$ cat src/rtl/trig_pkg.sv
// Shared types and helpers for the trigger/window capture logic.
package trig_pkg;

    // Window controller states
    typedef enum logic [1:0] {
        S_IDLE    = 2'd0,
        S_CAPTURE = 2'd1,
        S_HOLDOFF = 2'd2
    } state_e;

    // Trigger source select encodings
    localparam logic [1:0] TRIG_SEL_NONE = 2'b00;
    localparam logic [1:0] TRIG_SEL_EXT  = 2'b01;
    localparam logic [1:0] TRIG_SEL_INT  = 2'b10;
    localparam logic [1:0] TRIG_SEL_ANY  = 2'b11;

    // Width of the shared sample/holdoff down-counter. The counter only ever
    // holds WIN_LEN-1 or HOLDOFF-1, so clog2 of the larger length suffices.
    function automatic int cnt_width(input int win_len, input int holdoff);
        int m;
        m = (win_len > holdoff) ? win_len : holdoff;
        if (m < 2) m = 2;
        return $clog2(m);
    endfunction

endpackage

$ cat src/rtl/trig_window_ctrl_if.sv
// FIFO write-port handshake between the window controller and the data FIFO.
interface trig_window_ctrl_if;
    logic fifo_wrreq;
    logic fifo_full;

    modport master (output fifo_wrreq, input fifo_full);
    modport slave  (input fifo_wrreq, output fifo_full);
endinterface

$ cat src/rtl/trig_edge_det.sv
// Trigger source select followed by a two-stage register and a one-cycle
// rising-edge pulse. A level-high trigger produces exactly one pulse.
module trig_edge_det
    import trig_pkg::*;
(
    input  logic       clk,
    input  logic       rst_n,
    input  logic [1:0] trig_sel,
    input  logic       trig_ext,
    input  logic       trig_int,
    output logic       trig_edge
);

    logic sel_d;
    logic t_q, t_d;
    logic t_q2, t_d2;

    // Combine the enabled sources and feed the delay line
    always_comb begin
        sel_d = ((trig_sel & TRIG_SEL_EXT) != 2'b00 && trig_ext) ||
                ((trig_sel & TRIG_SEL_INT) != 2'b00 && trig_int);
        t_d   = sel_d;
        t_d2  = t_q;
    end

    // Two-stage trigger register
    always_ff @(posedge clk or negedge rst_n) begin
        if (!rst_n) begin
            t_q  <= 1'b0;
            t_q2 <= 1'b0;
        end else begin
            t_q  <= t_d;
            t_q2 <= t_d2;
        end
    end

    assign trig_edge = t_q & ~t_q2;

endmodule

$ cat src/rtl/trig_window_ctrl.sv
// Trigger-driven write-window controller for one ADC channel's FIFO write
// port: accepts a trigger edge, opens a fixed-length window, then holds off.
// Also maintains event / lost-trigger counters and a sticky overflow flag.
module trig_window_ctrl
    import trig_pkg::*;
#(
    parameter int WIN_LEN = 256,
    parameter int HOLDOFF = 16,
    parameter int EVT_W   = 32,
    parameter int LOST_W  = 16
) (
    input  logic                  clk,
    input  logic                  rst_n,
    input  logic                  arm,
    input  logic [1:0]            trig_sel,
    input  logic                  trig_ext,
    input  logic                  trig_int,
    input  logic                  clr_cnt,
    trig_window_ctrl_if.master    fifo,
    output logic                  busy,
    output logic [EVT_W-1:0]      evt_cnt,
    output logic [LOST_W-1:0]     lost_cnt,
    output logic                  overflow
);

    localparam int CNT_W = cnt_width(WIN_LEN, HOLDOFF);
    localparam logic [CNT_W-1:0] WIN_LAST  = CNT_W'(WIN_LEN - 1);
    // Only used when HOLDOFF != 0
    localparam logic [CNT_W-1:0] HOLD_LAST = CNT_W'(HOLDOFF - 1);

    logic              trig_edge;
    state_e            state_q, state_d;
    logic [CNT_W-1:0]  cnt_q, cnt_d;
    logic [EVT_W-1:0]  evt_q, evt_d;
    logic [LOST_W-1:0] lost_q, lost_d;
    logic              ovf_q, ovf_d;
    logic              busy_q, busy_d;
    logic              wrreq;
    logic              reject;

    trig_edge_det u_edge (
        .clk       (clk),
        .rst_n     (rst_n),
        .trig_sel  (trig_sel),
        .trig_ext  (trig_ext),
        .trig_int  (trig_int),
        .trig_edge (trig_edge)
    );

    // Next-state, window counter, bookkeeping and write gating
    always_comb begin
        state_d = state_q;
        cnt_d   = cnt_q;
        evt_d   = evt_q;
        lost_d  = lost_q;
        ovf_d   = ovf_q;
        wrreq   = 1'b0;
        reject  = 1'b0;

        case (state_q)
            S_IDLE: begin
                if (trig_edge && arm) begin
                    if (!fifo.fifo_full) begin
                        state_d = S_CAPTURE;
                        cnt_d   = WIN_LAST;
                        evt_d   = evt_q + 1'b1;
                    end else begin
                        reject = 1'b1;
                    end
                end
            end
            S_CAPTURE: begin
                // Window is fixed in time: count on even while the FIFO is full
                wrreq = ~fifo.fifo_full;
                if (fifo.fifo_full) ovf_d = 1'b1;
                if (trig_edge && arm) reject = 1'b1;
                if (cnt_q == '0) begin
                    if (HOLDOFF != 0) begin
                        state_d = S_HOLDOFF;
                        cnt_d   = HOLD_LAST;
                    end else begin
                        state_d = S_IDLE;
                    end
                end else begin
                    cnt_d = cnt_q - 1'b1;
                end
            end
            S_HOLDOFF: begin
                if (trig_edge && arm) reject = 1'b1;
                if (cnt_q == '0) begin
                    state_d = S_IDLE;
                end else begin
                    cnt_d = cnt_q - 1'b1;
                end
            end
            default: begin
                state_d = S_IDLE;
                cnt_d   = '0;
            end
        endcase

        // Lost-trigger counter saturates rather than wrapping
        if (reject && (lost_q != '1)) lost_d = lost_q + 1'b1;

        // Host clear wins over any same-cycle increment or set
        if (clr_cnt) begin
            evt_d  = '0;
            lost_d = '0;
            ovf_d  = 1'b0;
        end

        busy_d = (state_d != S_IDLE);
    end

    // State, counters and flags
    always_ff @(posedge clk or negedge rst_n) begin
        if (!rst_n) begin
            state_q <= S_IDLE;
            cnt_q   <= '0;
            evt_q   <= '0;
            lost_q  <= '0;
            ovf_q   <= 1'b0;
            busy_q  <= 1'b0;
        end else begin
            state_q <= state_d;
            cnt_q   <= cnt_d;
            evt_q   <= evt_d;
            lost_q  <= lost_d;
            ovf_q   <= ovf_d;
            busy_q  <= busy_d;
        end
    end

    // wrreq decodes the registered state, so reset drops it asynchronously
    assign fifo.fifo_wrreq = wrreq;
    assign busy            = busy_q;
    assign evt_cnt         = evt_q;
    assign lost_cnt        = lost_q;
    assign overflow        = ovf_q;

endmodule

$ cat src/flat_wrapper.sv
// flat-port wrapper written by rule: the top's interface ports become plain ports
module trig_window_ctrl_flat import trig_pkg::*;
#(
    parameter int WIN_LEN = 256,
    parameter int HOLDOFF = 16,
    parameter int EVT_W   = 32,
    parameter int LOST_W  = 16
)
  (clk, rst_n, arm, trig_sel, trig_ext, trig_int, clr_cnt, busy, evt_cnt, lost_cnt, overflow, fifo_fifo_wrreq, fifo_fifo_full);
  trig_window_ctrl_if fifo_i ();
  input  logic clk;
  input  logic rst_n;
  input  logic arm;
  input  logic [1:0] trig_sel;
  input  logic trig_ext;
  input  logic trig_int;
  input  logic clr_cnt;
  output logic busy;
  output logic [EVT_W-1:0] evt_cnt;
  output logic [LOST_W-1:0] lost_cnt;
  output logic overflow;
  output wire logic [$bits(fifo_i.fifo_wrreq)-1:0] fifo_fifo_wrreq;
  input wire logic [$bits(fifo_i.fifo_full)-1:0] fifo_fifo_full;
  assign fifo_fifo_wrreq = fifo_i.fifo_wrreq;
  assign fifo_i.fifo_full = fifo_fifo_full;
  trig_window_ctrl #(.WIN_LEN(WIN_LEN), .HOLDOFF(HOLDOFF), .EVT_W(EVT_W), .LOST_W(LOST_W)) u_core (.clk(clk), .rst_n(rst_n), .arm(arm), .trig_sel(trig_sel), .trig_ext(trig_ext), .trig_int(trig_int), .clr_cnt(clr_cnt), .fifo(fifo_i), .busy(busy), .evt_cnt(evt_cnt), .lost_cnt(lost_cnt), .overflow(overflow));
endmodule
$ cat config.mk
export PLATFORM = sky130hd
export DESIGN_NAME = trig_window_ctrl_flat
export DESIGN_NICKNAME = d
export VERILOG_FILES = /design/src/rtl/trig_pkg.sv /design/src/rtl/trig_window_ctrl_if.sv /design/src/rtl/trig_edge_det.sv /design/src/rtl/trig_window_ctrl.sv /design/src/flat_wrapper.sv
export SDC_FILE = /design/constraint.sdc
export NUM_CORES = 1
export LEC_CHECK = 0
export ABC_AREA = 0
export CORE_ASPECT_RATIO = 0.9
export CORE_UTILIZATION = 60
export CTS_CLUSTER_SIZE = 10
export DETAILED_ROUTE_END_ITERATION = 12
export DONT_BUFFER_PORTS = 1
export PLACE_DENSITY = 0.73
export SLEW_MARGIN = 20
export SYNTH_ARGS = -nofsm -noshare
export SYNTH_HDL_FRONTEND = slang
export SYNTH_HIERARCHICAL = 1
export SYNTH_SLANG_ARGS = --single-unit
$ cat constraint.sdc
create_clock -name clk -period 2.7 [get_ports clk]
set_clock_uncertainty 0.05 [all_clocks]
set_input_delay 0.54 -clock clk [delete_from_list [all_inputs] [get_ports clk]]
set_output_delay 0.54 -clock clk [all_outputs]
set_load 0.02 [all_outputs]
==> summary.md, run 1 <==
| Metric | Value |
|---|---|
| Status | completed |
| Hold_ws | 0.006472 ns |
| Routed length per instance | 16.59 microns |
| Top post-synthesis cells by area | dfrtp_1, xor2_1, nor2_1 |
| Cells on worst reg2reg path | 7 |
| Unrepaired setup endpoints after global routing | false |
| Top-area cell type share of the netlist area | roughly 47% |
| Grt ovf | 0 |
| Wirelength, routed | between 7000 and 8000 microns |
| Crit end category | register |
| Vias post-DR | ~2600 |
| Critical Path Source Type | register |
| Worst hold-check path type | in -> async |
| Rel. slew slack | between 60% and 70% |
| Crit-path cells | inv_1, ha_1, a21oi_1, nor4_2, o2111ai_1, xor2_1, nor2_1 |
| Area leader, netlist | dfrtp_1 |
| Initial antenna violation count | 0 |
| Syn-to-layout area delta | 10.13% |
| CTS H-tree lvls | 3 |
| Starting density of the core | 62.41% |
| CTS tree | built |
| Fillers | 425 |
| Multi-input combinational cell area | 1669 sq um |
| Syn Inst Count | around 350 |
| Power per Cell Area | approximately 670 nW/um^2 |
| Overall Power | 2.438 mW |
| Worst vdd ir | between 0.4 and 0.5 mV |
| Largest net degree at the start of global routing | 63 |
| N_diodes | 0 |
| FP Rows | 25 |
| DRT Pass-1 Iters | 4 |
| Core footprint | 5286 sq um |
| #FFs+latches synth | 62 |
| Distinct cell type count after synthesis | 44 |
| Clock Sinks | 62 |
| GRT Total Usage | a little over a quarter |
| Skew-Pair Late Insertion Delay | 0.35 ns |
| FF+latch area | 1551 sq um |
| Worst-path clk slew | about 0.07 ns |
| Post-Place Cells | about 410 |
| Final std cells w/o fill | between 400 and 500 |
| Critical Path AT | 2.55 ns |
| Number of global-route vias before repair | 2397 |
| Port bufs | 0 |
| Post-DP Area | approximately 3400 sq um |
| HPWL Detailed | roughly 4700 microns |
| EDFF count, synth | 0 |
| Max Cap Viol | 0 |
| Ports | 60 |
| Layout cell share with drive strength beyond 1 | 8.516% |
| Chip Height | approximately 72 microns |
| CTS buffer count | 9 |
| Worst r2r src | u_core/state_q[0] |
| Worst R2R Setup Slack | 0.33 ns |
| Via/cell ratio | 6.079 |
| CP max-delay cell | nor4_2 |
| Pleak | 1.572 nW |
| Fraction of the cycle the final worst path needs | 87.63% |
| CP peak stage delay | between 0.5 and 0.6 ns |
| Avg Inst Size Synth | about 9.5 sq um |
| Synth warn | 6 |
| Slew @ Worst Pin | approximately 0.57 ns |
| Peak Freq | 422.7 MHz |
| Global-route wire length before repair | 11450 microns |
| Root buffer cell | clkbuf_8 |
| Layout Nets | around 380 |
| Cell area after synthesis | approximately 3300 sq um |
| Chip Width | 80.17 microns |
| Design area | 3633 sq um |
| Kind of critical path | reg -> reg |
| Post-synth top flop | dfrtp_1 |
| Seq/Total Area, Yosys | 47.02% |
| Initial DRC Count | about 220 |
| Worst R2R End | u_core/lost_cnt[7] |
| Final Hold Fails | 0 |
| DRC Markers | 0 |
| Crit path max fanout | 10 |
| Post-synth net total | 365 |
| Final ANT Viol Nets | 0 |
| Final Max Slew Viols | 0 |
| Die area | around 5800 sq um |
| Total negative slack | 0 ns |
| CTS resizes | 0 |
| Crit path required time | around 2.9 ns |
| Final min period | between 2 and 2.5 ns |
| Setup Viol. Count Final | 0 |
| FFs w/ async S/R, synth | 100.0% |
| Max clock buf depth | 2 |
| Routability cong. | ~0.9 |
## critical path, delay by kind of cell (launching register included)
kind | cells | cell delay [ns]
and+or+nand+nor | 2 | 0.65
AOI/OAI and AO/OA | 2 | 0.45
DFF | 1 | 0.41
adders and majority gates | 1 | 0.39
xor gates and xnor gates | 1 | 0.20
buffers and inverters | 1 | 0.11
## report_power, final
| part | switching [mW] | internal [mW] |
|---|---|---|
| Sequential | 0.101 | 1.01 |
| Combinational | 0.258 | 0.173 |
| Clock | 0.352 | 0.542 |
## kinds of logic after synthesis
group | synth area share (%)
and+or+nand+nor | 26.70
DFF | 47.02
AOI/OAI and AO/OA | 10.05
xor gates and xnor gates | 10.88
buffers and inverters | 2.389
adders and majority gates | 2.654
muxes | 0.3034
## per-stage QoR
stage / util (%) / worst slack (ns)
after floorplan: - / 0.6637
after global placement: 64.14 / 0.4554
after detailed placement: 64.14 / 0.3644
after CTS: 68.73 / 0.3431
after global routing: 68.73 / 0.1701
final: 68.73 / 0.3341
## how the worst max path moves through the flow
stage,start,endpoint,cells past startpoint
5_1_grt,u_core/state_q[0],u_core/evt_cnt[30],7
2_1_floorplan,u_core/state_q[0],u_core/evt_cnt[30],8
3_3_place_gp,u_core/state_q[0],u_core/evt_cnt[30],7
3_5_place_dp,u_core/state_q[0],u_core/evt_cnt[30],7
4_1_cts,u_core/state_q[0],u_core/evt_cnt[30],7
6_report,u_core/state_q[0],u_core/lost_cnt[7],7
## what timing repair did
item                      CTS  global route
setup buffers               0             0
hold buffers                1             0
hold endpoints to repair   62             0
## routing by layer
layer	track usage (%)	up-vias	share of wire, %
met1	33.61	1281	44
met3	12.33	9	7.9
met2	40.27	83	47
met4	7.540	0	0.84
met5	0	-	0
li1	-	1247	-
## cell usage after synthesis (2+ instances only)
master     count
a21oi_1       14
a22o_1         5
a31oi_1        2
and2_1         2
and3_1         8
and4_1         3
clkbuf_1       7
dfrtp_1       62
ha_1           7
inv_1         11
nand2_1       19
nand2b_1       3
nand3_1       18
nand4_1       22
nor2_1        62
nor3_1         7
nor4_2         2
o211ai_1       4
o21a_1         2
o21ai_0       20
o21ai_1        2
o2bb2ai_1      2
or3_1          5
xnor2_1        7
xor2_1        34
## final cells by class
| type | count | share of cell area [%] |
|---|---|---|
| Clock buffer | 12 | 3.994 |
| Timing Repair Buffer | 7 | 1.997 |
| Multi-Input combinational cell | 268 | 45.94 |
| Sequential cell | 62 | 42.70 |
| Inverter | 11 | 1.136 |
| Clock inverter | 4 | 1.928 |
| Tap cell | 67 | 2.307 |
## cells in the final DEF, fill, tap and decap left out, types with 2 or more instances in the layout
cell | netlist | final
clkinv_2 | 0 | 2
nand2b_1 | 3 | 3
dfrtp_1 | 62 | 62
xor2_1 | 34 | 34
nand2_1 | 19 | 19
o21ai_0 | 20 | 20
clkbuf_1 | 7 | 2
a21oi_1 | 14 | 14
nor4_2 | 2 | 2
and4_1 | 3 | 3
a31oi_1 | 2 | 2
buf_4 | 0 | 6
nand3_1 | 18 | 18
a22o_1 | 5 | 5
o21ai_1 | 2 | 2
ha_1 | 7 | 7
nand4_1 | 22 | 22
inv_1 | 11 | 11
or3_1 | 5 | 5
clkbuf_8 | 0 | 10
nor2_1 | 62 | 62
o21a_1 | 2 | 2
bufinv_16 | 0 | 2
and3_1 | 8 | 8
xnor2_1 | 7 | 7
nor3_1 | 7 | 7
o211ai_1 | 4 | 4
o2bb2ai_1 | 2 | 2
and2_1 | 2 | 2
## state kept, by name, summed over array words and instances, names as in the netlist
name / flops
u_core/evt_cnt: 32
u_core/lost_cnt: 16
u_core/cnt_q: 8
u_core/state_q: 2
u_core/busy: 1
u_core/overflow: 1
u_core/u_edge/t_d2: 1
u_core/u_edge/t_q2: 1
Power figures use the tool's default switching activity.
==> run 2, diff against run 1 <==
Settings changed: CORE_UTILIZATION 60 to 45, PLACE_DENSITY 0.73 to 0.57, SKIP_CTS_REPAIR_TIMING set to 1.
==> summary.md, run 2 (synthesis gave the netlist of run 1 again) <==
| Metric | Value |
|---|---|
| Status | completed |
| Switching Share | 30.18% (+1.0 points) |
| Syn-to-layout area delta | 9.898% |
| Die area | 7679 sq um (+32%) |
| CTS tree | built |
| Final Max Slew Viols | 0 (unchanged) |
| Global-route wire length before repair | 12210 microns (+6.6%) |
| CTS buffer count | 9 (unchanged) |
| Slew @ Worst Pin | 0.6462 ns (+0.07858 ns) |
| DRT Pass-1 Iters | 4 (unchanged) |
| Comb pwr share | 17.9% (+0.2 points) |
| Worst hold-check path type | in -> async |
| Clock Sinks | 62 (unchanged) |
| Number of global-route vias before repair | 2510 (+4.7%) |
| Crit path from | u_core/state_q[0] |
| N_diodes | 0 (unchanged) |
| Via/cell ratio | 5.616 (-7.6%) |
| Final ANT Viol Nets | 0 (unchanged) |
| Worst vdd ir | 0.3152 mV (-26%) |
| Final Hold Fails | 0 (unchanged) |
| FP Rows | 29 (+16%) |
| Chip Width | 92.26 microns (+15%) |
| Crit path required time | 2.91 ns (+0.02 ns) |
| Wirelength, routed | 7208 microns (+0.78%) |
| Number of flip-flops in the largest register | 32 (unchanged) |
| Vias post-DR | 2561 (-2.3%) |
| Ports | 60 (unchanged) |
| Power per Cell Area | 633.0 nW/um^2 (-5.7%) |
| Crit end category | register |
| Largest net degree at the start of global routing | 63 (unchanged) |
| CP max-delay cell | or4_1 |
| Skew-Pair Late Insertion Delay | 0.33 ns (-0.02 ns) |
| Sequential Power Share | 48.6% (+3.0 points) |
| Root buffer cell | clkbuf_8 |
| Worst-path clk slew | 0.07 ns (about the same) |
| Port bufs | 0 (unchanged) |
| Crit path depth | 7 (unchanged) |
| Peak Freq | 418.9 MHz (-0.90%) |
| Layout Nets | 374 (-0.27%) |
| GRT Total Usage | 20.34% (-6.0 points) |
| Setup Viol. Count Final | 0 (unchanged) |
| Cells on worst reg2reg path | 7 (unchanged) |
| P_int | 1.602 mW (-7.2%) |
| Critical Path AT | 2.60 ns (+0.05 ns) |
| Max clock buf depth | 2 (unchanged) |
| Fraction of the cycle the final worst path needs | 88.43% (+0.80 points) |
| Grt ovf | 0 (unchanged) |
| Initial DRC Count | 139 (-36%) |
| Crit path max fanout | 10 (unchanged) |
| Layout cell share with drive strength beyond 1 | 7.989% (-0.53 points) |
| Fillers | 692 (+63%) |
| HPWL Detailed | 4828 microns (+1.8%) |
| DRC Markers | 0 (unchanged) |
| Crit-path cells | inv_1, ha_1, nand4b_4, nor4_4, nand3_2, or4_1, a21oi_1 |
| Post-layout util | 51.25% (-17 points) |
| Starting density of the core | 46.63% (-16 points) |
| Switch Pwr | 692.7 uW (-2.6%) |
| CTS H-tree lvls | 3 (unchanged) |
| CP delay by family, top | simple AND/OR/NAND/NOR gates |
| Total negative slack | 0 ns (unchanged) |
| Chip Height | 83.24 microns (+15%) |
| CP peak stage delay | 0.44 ns (-0.15 ns) |
| Final std cells w/o fill | 456 (+5.8%) |
| Pleak | 1.546 nW (-1.7%) |
| Core footprint | 7076 sq um (+34%) |
| Kind of critical path | reg -> reg |
| Worst r2r src | u_core/state_q[0] |
| Routed length per instance | 15.81 microns (-4.7%) |
| WP buf/inv | 1 (unchanged) |
| Rel. slew slack | 56.59% (-5.3 points) |
| Final min period | 2.387 ns (+0.02154 ns) |
| Critical Path Source Type | register |
| Unrepaired setup endpoints after global routing | false |
| Routability cong. | 0.8477 (-6.5%) |
| Clock share of power | 33.4% (-3.3 points) |
| Commonest non-fill, non-tap cells in the layout | nor2_1, dfrtp_1, xor2_1, nand4_1, o21ai_0 |
| Max Cap Viol | 0 (unchanged) |
| Initial antenna violation count | 0 (unchanged) |
| Post-Place Cells | 439 (+6.0%) |
==> run 2: layer usage <==
metal	up-vias	share of wire [%]	GRT usage, %	routed length [microns]
li1	1246	-	-	-
met1	1229	46	27.37	3332
met2	81	46	30.33	3310
met3	5	6.9	7.967	496
met4	0	0.96	5.966	69
met5	-	0	0	0
==> run 2: final timing paths <==
check,slack (ns),to
setup / recovery,0.31,u_core/evt_cnt[30]
hold / removal,0.02,u_core/cnt_q[1]
setup reg to reg,0.31,u_core/evt_cnt[30]
hold reg to reg,0.33,u_core/u_edge/t_q2
max in group asynchronous,2.29,u_core/cnt_q[0]
min in group clk,0.21,u_core/evt_cnt[25]
==> run 2: cell type report <==
class | count | area (sq um) | area share (%)
clock inverters | 4 | 47.55 | 1.311
inverters | 11 | 41.29 | 1.139
well taps | 93 | 116.4 | 3.209
flip-flops and latches | 62 | 1551 | 42.79
clock buffers | 12 | 135.1 | 3.727
multi-input cells | 268 | 1669 | 46.03
repair buffers | 6 | 65.06 | 1.794
==> run 2: power by group through the flow <==
stage	combinational (mW)	sequential, mW	clock, mW
finish	0.412	1.12	0.768
CTS	0.390	1.11	0.800
floorplan	0.334	1.10	0
detailed placement	0.391	1.13	0
global placement	0.384	1.13	0
global route	0.461	1.13	0.836
==> run 2: metrics by stage <==
stage	hold slack, ns	worst slack, ns	area (sq um)	power, mW
after floorplan	0.1944	0.6637	3299	1.439
after global placement	0.1960	0.4427	3416	1.511
after detailed placement	0.1963	0.3400	3416	1.517
after CTS	-0.1729	0.3229	3598	2.303
after global routing	0.03165	0.1350	3626	2.423
final	0.01726	0.3125	3626	2.295
==> run 3, diff against run 2 <==
Settings changed: GPL_TIMING_DRIVEN set to 0.
==> summary.md, run 3 (synthesis gave the netlist of run 1 again) <==
| Metric | Value |
|---|---|
| Crit path max fanout | 8 (-2) |
| Power per Cell Area | 653.7 nW/um^2 (+3.3%) |
| Crit end category | register |
| Peak Freq | 430.8 MHz (+2.9%) |
| HPWL Detailed | 5183 microns (+7.4%) |
| Chip Height | 83.24 microns (unchanged) |
| Status | completed |
| Max clock buf depth | 2 (unchanged) |
| Ports | 60 (unchanged) |
| Largest net degree at the start of global routing | 63 (unchanged) |
| Clock Sinks | 62 (unchanged) |
| Final ANT Viol Nets | 0 (unchanged) |
| Slew @ Worst Pin | 0.6777 ns (+0.03151 ns) |
| Chip Width | 92.26 microns (unchanged) |
| Vias post-DR | 2558 (-0.12%) |
| Fraction of the cycle the final worst path needs | 85.97% (-2.5 points) |
| Crit-path cells | ha_1, nand4_1, nor3_1, nand4_1, xor2_1, nor2_1 |
| Number of flip-flops in the largest register | 32 (unchanged) |
| Crit path required time | 2.86 ns (-0.05 ns) |
| Total negative slack | 0 ns (unchanged) |
| Via/cell ratio | 5.573 (-0.77%) |
| Final Max Slew Viols | 0 (unchanged) |
| CTS tree | built |
| Kind of critical path | reg -> reg |
| Final std cells w/o fill | 459 (+0.66%) |
| Root buffer cell | clkbuf_8 |
| Syn-to-layout area delta | 10.43% |
| Setup Viol. Count Final | 0 (unchanged) |
| CTS buffer count | 9 (unchanged) |
| Global-route wire length before repair | 12590 microns (+3.1%) |
| Final min period | 2.321 ns (-0.06619 ns) |
| Starting density of the core | 46.63% (unchanged) |
| Die area | 7679 sq um (unchanged) |
| Rel. slew slack | 54.57% (-2.0 points) |
| Layout Nets | 377 (+0.80%) |
| Initial DRC Count | 102 (-27%) |
| Hold_ws | 0.02797 ns (+0.01071 ns) |
| Port bufs | 0 (unchanged) |
| Unrepaired setup endpoints after global routing | false |
| Fillers | 697 (+0.72%) |
| GRT Total Usage | 20.88% (+0.53 points) |
| Routability cong. | 0.8490 (+0.15%) |
| Pleak | 1.550 nW (+0.26%) |
| Core footprint | 7076 sq um (unchanged) |
| Grt ovf | 0 (unchanged) |
| Worst vdd ir | 0.2732 mV (-13%) |
| Worst-path clk slew | 0.07 ns (about the same) |
| Commonest non-fill, non-tap cells in the layout | nor2_1, dfrtp_1, xor2_1, nand4_1, o21ai_0 |
| Max Cap Viol | 0 (unchanged) |
| Most used cell, CP | nand4_1 |
| Number of global-route vias before repair | 2535 (+1.0%) |
| Initial antenna violation count | 0 (unchanged) |
| Wirelength, routed | 7427 microns (+3.0%) |
| DRT Pass-1 Iters | 4 (unchanged) |
| N_diodes | 0 (unchanged) |
| DRC Markers | 0 (unchanged) |
| Final Hold Fails | 0 (unchanged) |
| Critical Path AT | 2.48 ns (-0.12 ns) |
| CP max-delay cell | nor3_1 |
| Critical Path Source Type | register |
| Post-Place Cells | 442 (+0.68%) |
| FP Rows | 29 (unchanged) |
| Overall Power | 2.382 mW (+3.8%) |
| Skew-Pair Late Insertion Delay | 0.34 ns (about the same) |
| Worst hold-check path type | in -> async |
| Layout cell share with drive strength beyond 1 | 7.377% (-0.61 points) |
| Routed length per instance | 16.18 microns (+2.4%) |
| CTS H-tree lvls | 3 (unchanged) |
| CP peak stage delay | 0.59 ns (+0.15 ns) |
-- run 3: critical path: cells and delay by family (launching register included) --
family                   cells  cell delay (ns)
XOR/XNOR                     1             0.19
adder cells (fa/ha/maj)      1             0.28
flip-flops                   1             0.53
AND/OR/NAND/NOR              4             1.14
-- run 3: path summary, 6_finish.rpt --
check                                       to                from  cells after the start  slack, ns
max in group asynchronous   u_core/evt_cnt[18]               rst_n                      1       2.33
min in group clk            u_core/u_edge/t_d2            trig_ext                      1       0.28
setup / recovery           u_core/lost_cnt[12]  u_core/lost_cnt[0]                      6       0.38
hold reg to reg             u_core/u_edge/t_q2  u_core/u_edge/t_d2                      0       0.32
hold / removal              u_core/lost_cnt[6]               rst_n                      1       0.03
setup reg to reg           u_core/lost_cnt[12]  u_core/lost_cnt[0]                      6       0.38
-- run 3: power breakdown --
group | total [mW] | leakage [nW] | switching, mW | internal [mW]
Clock | 0.829 | 0.106 | 0.356 | 0.472
Sequential | 1.11 | 0.840 | 0.104 | 1.01
Combinational | 0.438 | 0.604 | 0.262 | 0.176
-- run 3: layer usage --
layer | wire, microns | global-route usage [%] | vias to the layer above
met5 | 0 | 0 | -
met4 | 75 | 5.682 | 0
li1 | - | - | 1253
met2 | 3436 | 32.36 | 52
met3 | 479 | 7.875 | 7
met1 | 3435 | 27.36 | 1246
-- run 3: metrics by stage --
step                area [sq um]  setup WS [ns]  utilization (%)
floorplan                   3299         0.6637                -
global placement            3416         0.4156            48.28
detailed placement          3416         0.4042            48.28
CTS                         3616         0.3611            51.11
global route                3643         0.1546            51.49
finish                      3643         0.3787            51.49
-- run 3: layout make-up --
type | count | area [sq um] | share of cell area, %
Multi-Input combinational cell | 268 | 1669 | 45.81
Clock inverter | 4 | 45.04 | 1.236
Clock buffer | 12 | 155.1 | 4.258
Inverter | 11 | 41.29 | 1.133
Timing Repair Buffer | 1 | 27.53 | 0.7555
Sequential cell | 62 | 1551 | 42.58
Tap cell | 93 | 116.4 | 3.194
Buffer | 8 | 37.54 | 1.030
==> variant 1, RTL diff (config.mk and constraints of run 2) <==
`HOLDOFF` is set to 16 in 2 places; all go to 32.
--- a/src/rtl/trig_window_ctrl.sv
+++ b/src/rtl/trig_window_ctrl.sv
@@ -5,7 +5,7 @@
     import trig_pkg::*;
 #(
     parameter int WIN_LEN = 256,
-    parameter int HOLDOFF = 16,
+    parameter int HOLDOFF = 32,
     parameter int EVT_W   = 32,
     parameter int LOST_W  = 16
 ) (
--- a/src/flat_wrapper.sv
+++ b/src/flat_wrapper.sv
@@ -2,7 +2,7 @@
 module trig_window_ctrl_flat import trig_pkg::*;
 #(
     parameter int WIN_LEN = 256,
-    parameter int HOLDOFF = 16,
+    parameter int HOLDOFF = 32,
     parameter int EVT_W   = 32,
     parameter int LOST_W  = 16
 )
Formal check against the unedited RTL: same outputs for any inputs over 10 cycles, from zero or initial values and one cycle with rst_n low; that may be too few to reach the edited logic, so the function may still have changed.
==> variant 1 against run 2 <==
- final area up 2.8%
- routed wire length grew 2.9%
- count of clock-buffer cells in the layout fell by 3
- via count fell by 1.0%
- utilization rose by 0.65 points
- sequential cell count did not move
- setup slack got worse by 0.086 ns
- area after synthesis grew 3.0%
- critical path type unchanged
Power is not compared: it rests on default switching activity, and its combinational part moved more than twofold at a synthesized area within 25%.
==> variant 1: results (changes against run 2) <==
Global routing
  – Met2 Use GR: 29.7% (-0.58 points)
  – First-pass GRT wire length: 12.4 mm (+1.5%)
  – Number of global-route vias before repair: 2,443 (-2.7%)
  – Initial antenna violation count: 0 (unchanged)
  – GRT met1 Usage: 27.6% (+0.28 points)
  – Met3 Use GR: 8.06% (+0.095 points)
  – Largest net degree at the start of global routing: 63 (unchanged)
  – Total GRT Usage: 20.2% (-0.11 points)

Final layout
  – Final #Nets: 362 (-3.2%)
  – # diodes: 0 (unchanged)
  – Number of flip-flops in the largest register: 32 (unchanged)
  – Filler Cell Count: 651 (-5.9%)
  – Share of cells above drive strength 1: 11.4% (+3.4 points)

Place
  – DP Wirelength: 4.93 mm (+2.2%)
  – PortBufs: 0 (unchanged)
  – RePlAce Congestion: 0.911 (+7.4%)

Logic synthesis
  – Synth async-reset ratio: 100% (unchanged)
  – Top_reg_cell synth: dfrtp_1
  – Cell variety after synth: 56 (+27%)
  – Yosys warns: 6 (unchanged)
  – Register area share after synthesis: 45.7% (-1.4 points)
  – Top post-synthesis cells by area: dfrtp_1 46%, xor2_1 9.5%, nor2_1 5.3%
  – Post-synth top cells: 62 x dfrtp_1, 48 x nor2_1, 37 x xor2_1

Critical path
  – Worst Path Arrival: 2.69 ns (+0.09 ns)
  – Worst-path fanout max: 12 (+2)

Pwr
  – Net Sw Power: 0.000418 W
  – Largest vdd supply drop: 0.000305 V
  – Static Leak: about 1.7 nW

Status
  – Outcome: finished, final reports clean

Hold path
  – Worst hold path class: primary input to asynchronous set/reset pin

Routing
  – Drt wl/cell: 16.7 µm (+5.7%)
  – Initial DRC Count: 100 (-28%)
  – Vias: 2,535 (-1.0%)
  – DR pass1 iterations: 6 (+2)

Clock network
  – Maximum root-to-sink buffer count: 2 (unchanged)
  – Clk pin slew, worst setup/hold paths: approximately 0.080 ns
  – Clk root buf: clkbuf_8
  – # H-tree levels: 3 (unchanged)
  – Total CTS buffers: 9 (unchanged)
  – Worst-Skew Late Latency: 0.35 ns (+0.02 ns)

Timing
  – Slew HR: 53.9% (-2.7 points)

Floorplanning
  – Area of the die: 7900 µm² (+2.9%)
variant 1: cell count changes after synthesis, moves of 4 or more:
cell     before  now
inv_1        11    7
nand3_1      18   10
nor2_1       62   48
o21ai_0      20   11
or3_1         5    1
xnor2_1       7    2
variant 1: logic make-up after synthesis:
| kind of cell | synth area share, % |
|---|---|
| AOI/OAI and AO/OA | 10.5 |
| buffers and inverters | 2.61 |
| and+or+nand+nor | 28.0 |
| xor gates and xnor gates | 10.1 |
| muxes | 0.589 |
| DFF | 45.7 |
| adders and majority gates | 2.58 |
variant 1: power groups by stage:
stage / clock network [W] / logic [W] / registers, W
after floorplan: 0 / 0.0000215 / 0.000956
after CTS: 0.000940 / 0.0000148 / 0.000939
after global routing: 0.000991 / 0.0000417 / 0.000939
after global placement: 0 / 0.0000144 / 0.000957
after detailed placement: 0 / 0.0000147 / 0.000957
final: 0.000909 / 0.0000360 / 0.000939
variant 1: critical path, cell delays in order (launching register included):
cell and delay (ns):
dfrtp_1 0.41, inv_1 0.11, ha_1 0.46, and4b_2 0.36
and3_1 0.39, buf_4 0.23, nand3_1 0.10, xor2_1 0.17
nor2_1 0.12
variant 1: final cells by class:
cell class	instances	area, µm²	area share [%]
multi-input combinational	261	1760	47.1
sequential	62	1550	41.6
clock buffer	9	124	3.32
tap	93	116	3.12
clock inverter	7	96.3	2.58
timing repair buffer	5	57.6	1.54
inverter	7	26.3	0.705
variant 1: final timing paths:
check,start,endpoint,slack [ns],cells past startpoint
hold reg to reg,u_core/u_edge/t_d2$_DFF_PN0_,u_core/u_edge/t_q2$_DFF_PN0_,0.32,0
setup reg to reg,u_core/state_q[0]$_DFF_PN0_,u_core/evt_cnt[9]$_DFFE_PN0P_,0.23,8
setup / recovery,u_core/state_q[0]$_DFF_PN0_,u_core/evt_cnt[9]$_DFFE_PN0P_,0.23,8
min in group clk,clr_cnt,u_core/lost_cnt[6]$_DFFE_PN0P_,0.21,1
hold / removal,rst_n,u_core/evt_cnt[15]$_DFFE_PN0P_,0.007,1
max in group asynchronous,rst_n,u_core/lost_cnt[2]$_DFFE_PN0P_,2.31,1
variant 1: layer usage:
layer,vias to the layer above,wire length (µm)
li1,1249,-
met1,1206,3520
met2,71,3320
met3,9,511
met4,0,74
met5,-,0
variant 1: stage by stage:
stage	cell area, µm²	setup WS, ns	instances	total power, W	util [%]
finish	3730	0.227	444	0.00188	51.9
global route	3730	0.0579	444	0.00197	51.9
CTS	3700	0.273	443	0.00189	51.5
detailed placement	3480	0.279	427	0.000972	48.4
global placement	3480	0.370	427	0.000972	48.4
floorplan	3400	0.809	344	0.000978	-
==> variant 2, RTL diff (settings of run 2) <==
Without the edit above. Reset style: synchronous (`rst_n`), changed in 2 clocked blocks. Comments in the files are not updated.
--- a/src/rtl/trig_edge_det.sv
+++ b/src/rtl/trig_edge_det.sv
@@ -24,7 +24,7 @@
     end
 
     // Two-stage trigger register
-    always_ff @(posedge clk or negedge rst_n) begin
+    always_ff @(posedge clk) begin
         if (!rst_n) begin
             t_q  <= 1'b0;
             t_q2 <= 1'b0;
--- a/src/rtl/trig_window_ctrl.sv
+++ b/src/rtl/trig_window_ctrl.sv
@@ -113,7 +113,7 @@
     end
 
     // State, counters and flags
-    always_ff @(posedge clk or negedge rst_n) begin
+    always_ff @(posedge clk) begin
         if (!rst_n) begin
             state_q <= S_IDLE;
             cnt_q   <= '0;
Check against the original RTL: differs if rst_n is asserted again (counterexample within 4 cycles, from zero or initial values and one cycle with rst_n low); with rst_n held inactive, the same outputs for 10 cycles.
==> variant 2 against run 2 <==
- sequential cell count did not move
- count of clock-buffer cells in the layout decreased by 3
- worst hold slack improved by 0.26 ns
- setup slack gained 0.035 ns
- final area is 0.21% higher
- routed wire length is 8.4% higher
- area after synthesis shrank 1.7%
- critical path type unchanged
Power is not compared: it rests on default switching activity, and its combinational part moved more than twofold at a synthesized area within 25%.
==> variant 2: results (changes against run 2) <==
Status
  – Outcome: finished, final reports clean

Critical path
  – FF-to-FF setup slack: 0.35 ns (+0.04 ns)
  – Worst-path fanout max: 20 (+10)
  – Worst Path Arrival: 2.58 ns (-0.02 ns)

Routing
  – DR pass1 iterations: 4 (unchanged)
  – Initial DRC Count: 143 (+2.9%)
  – Post-Route WL: 7.82 mm (+8.4%)
  – Via density per instance: 6.17 (+9.9%)

Final layout
  – Share of cells above drive strength 1: 9.18% (+1.2 points)
  – # diodes: 0 (unchanged)
  – Number of flip-flops in the largest register: 32 (unchanged)
  – Filler Cell Count: 654 (-5.5%)

Logic synthesis
  – Cell variety after synth: 55 (+25%)
  – Adder-Cell Fraction of Synth Area: 3.09% (+0.43 points)
  – Post-synth top cells: 62 x dfxtp_1, 36 x a21oi_1, 23 x nand2_1
  – Yosys warns: 6 (unchanged)
  – Post-Synth XOR/XNOR Area: 2.97% (-7.9 points)
  – Synth async-reset ratio: 0% (-100 points)
  – Post-synthesis mux area share: 0.309% (+0.0054 points)
  – Top-count cell post-synth: dfxtp_1
  – Compound-gate portion of the synthesized area: 21.3% (+11 points)
  – Top_reg_cell synth: dfxtp_1
  – Top post-synthesis cells by area: dfxtp_1 38%, a21oi_1 5.6%, or4_1 4.2%
  – Register area share after synthesis: 38.3% (-8.7 points)
  – Syn_nets: 399 (+9.3%)

Global routing
  – Total GRT Usage: 21.2% (+0.82 points)
  – Number of global-route vias before repair: 2,542 (+1.3%)
  – Initial antenna violation count: 0 (unchanged)
  – Largest net degree at the start of global routing: 27 (-57%)
  – First-pass GRT wire length: 12.6 mm (+3.4%)

Clock network
  – Maximum root-to-sink buffer count: 2 (unchanged)
  – Total CTS buffers: 9 (unchanged)
  – Clk pin slew, worst setup/hold paths: 0.07 ns (about the same)
  – # H-tree levels: 3 (unchanged)
  – Worst-Skew Late Latency: about 0.34 ns
  – Clk root buf: clkbuf_8

Hold path
  – Worst hold path class: primary input to register

Place
  – RePlAce Congestion: 0.832 (-1.8%)
  – Placed inst area: 3360 µm² (-1.5%)
  – PortBufs: 0 (unchanged)
  – DP Wirelength: 5.40 mm (+12%)

Pwr
  – Static Leak: approximately 1.2 nW
  – Largest vdd supply drop: 0.000522 V

Timing
  – Slew HR: 56.6% (about the same)
-- variant 2: cell types whose count changed after synthesis, sizes merged, moves of 6 or more --
cell | before | now
nor2 | 62 | 20
o21ai | 22 | 13
xor2 | 34 | 3
clkbuf | 7 | 13
nor2b | 2 | 8
or3 | 5 | 13
dfxtp | 0 | 62
a21oi | 14 | 37
nand4 | 22 | 16
or4 | 1 | 18
dfrtp | 62 | 0
o31ai | 1 | 17
-- variant 2: final timing paths --
kind,startpoint,endpoint,depth (start not counted)
max,u_core/u_edge/t_d2$_SDFF_PN0_,u_core/evt_cnt[15]$_SDFFE_PP0P_,5
min,rst_n,u_core/u_edge/t_q2$_SDFF_PN0_,1
max reg2reg,u_core/u_edge/t_d2$_SDFF_PN0_,u_core/evt_cnt[15]$_SDFFE_PP0P_,5
min reg2reg,u_core/u_edge/t_d2$_SDFF_PN0_,u_core/u_edge/t_q2$_SDFF_PN0_,1
-- variant 2: power by group --
part	switching (W)	internal (W)
sequential	0.0000195	0.000929
clock	0.000396	0.000711
combinational	0.000105	0.0000714
total	0.000521	0.00171
-- variant 2: final cells by class --
cell class | count | area share (%)
clock buffer | 9 | 3.41
tap | 90 | 3.10
multi-input combinational | 286 | 51.2
inverter | 16 | 1.65
sequential | 62 | 34.2
timing repair buffer | 12 | 2.48
clock inverter | 7 | 3.99
-- variant 2: kinds of logic (layout without fill, tap and decap cells) --
group / Yosys count / count (layout)
compound gates: 105 / 105
flops: 62 / 62
fa+ha+maj: 8 / 8
buf+inv: 34 / 44
mux: 1 / 1
simple gates: 161 / 161
xor+xnor: 11 / 11
-- variant 2: metrics by stage --
step | std cells | hold slack, ns | setup slack, ns | util (%) | power (W)
after global routing | 482 | 0.264 | 0.160 | 53.7 | 0.00233
final | 482 | 0.275 | 0.348 | 53.7 | 0.00223
after CTS | 482 | 0.260 | 0.331 | 53.7 | 0.00226
after floorplan | 382 | 0.371 | 0.598 | - | 0.00109
after global placement | 466 | 0.379 | 0.360 | 49.8 | 0.00114
after detailed placement | 466 | 0.399 | 0.335 | 49.8 | 0.00114
-- variant 2: per-layer routing --
| layer | vias to the layer above | track usage (%) | wire length (µm) |
|---|---|---|---|
| met2 | 87 | 32.9 | 3420 |
| met4 | 0 | 5.24 | 68 |
| met5 | - | 0 | 0 |
| li1 | 1479 | - | - |
| met1 | 1405 | 28.0 | 3840 |
| met3 | 5 | 7.60 | 483 |
-- variant 2: critical path, stage by stage, from the launching register on --
cell      delay, ns
dfxtp_1        0.32
nor2b_1        0.25
nand4b_1       0.27
or3_1          0.70
or4b_1         0.55
a21oi_1        0.14
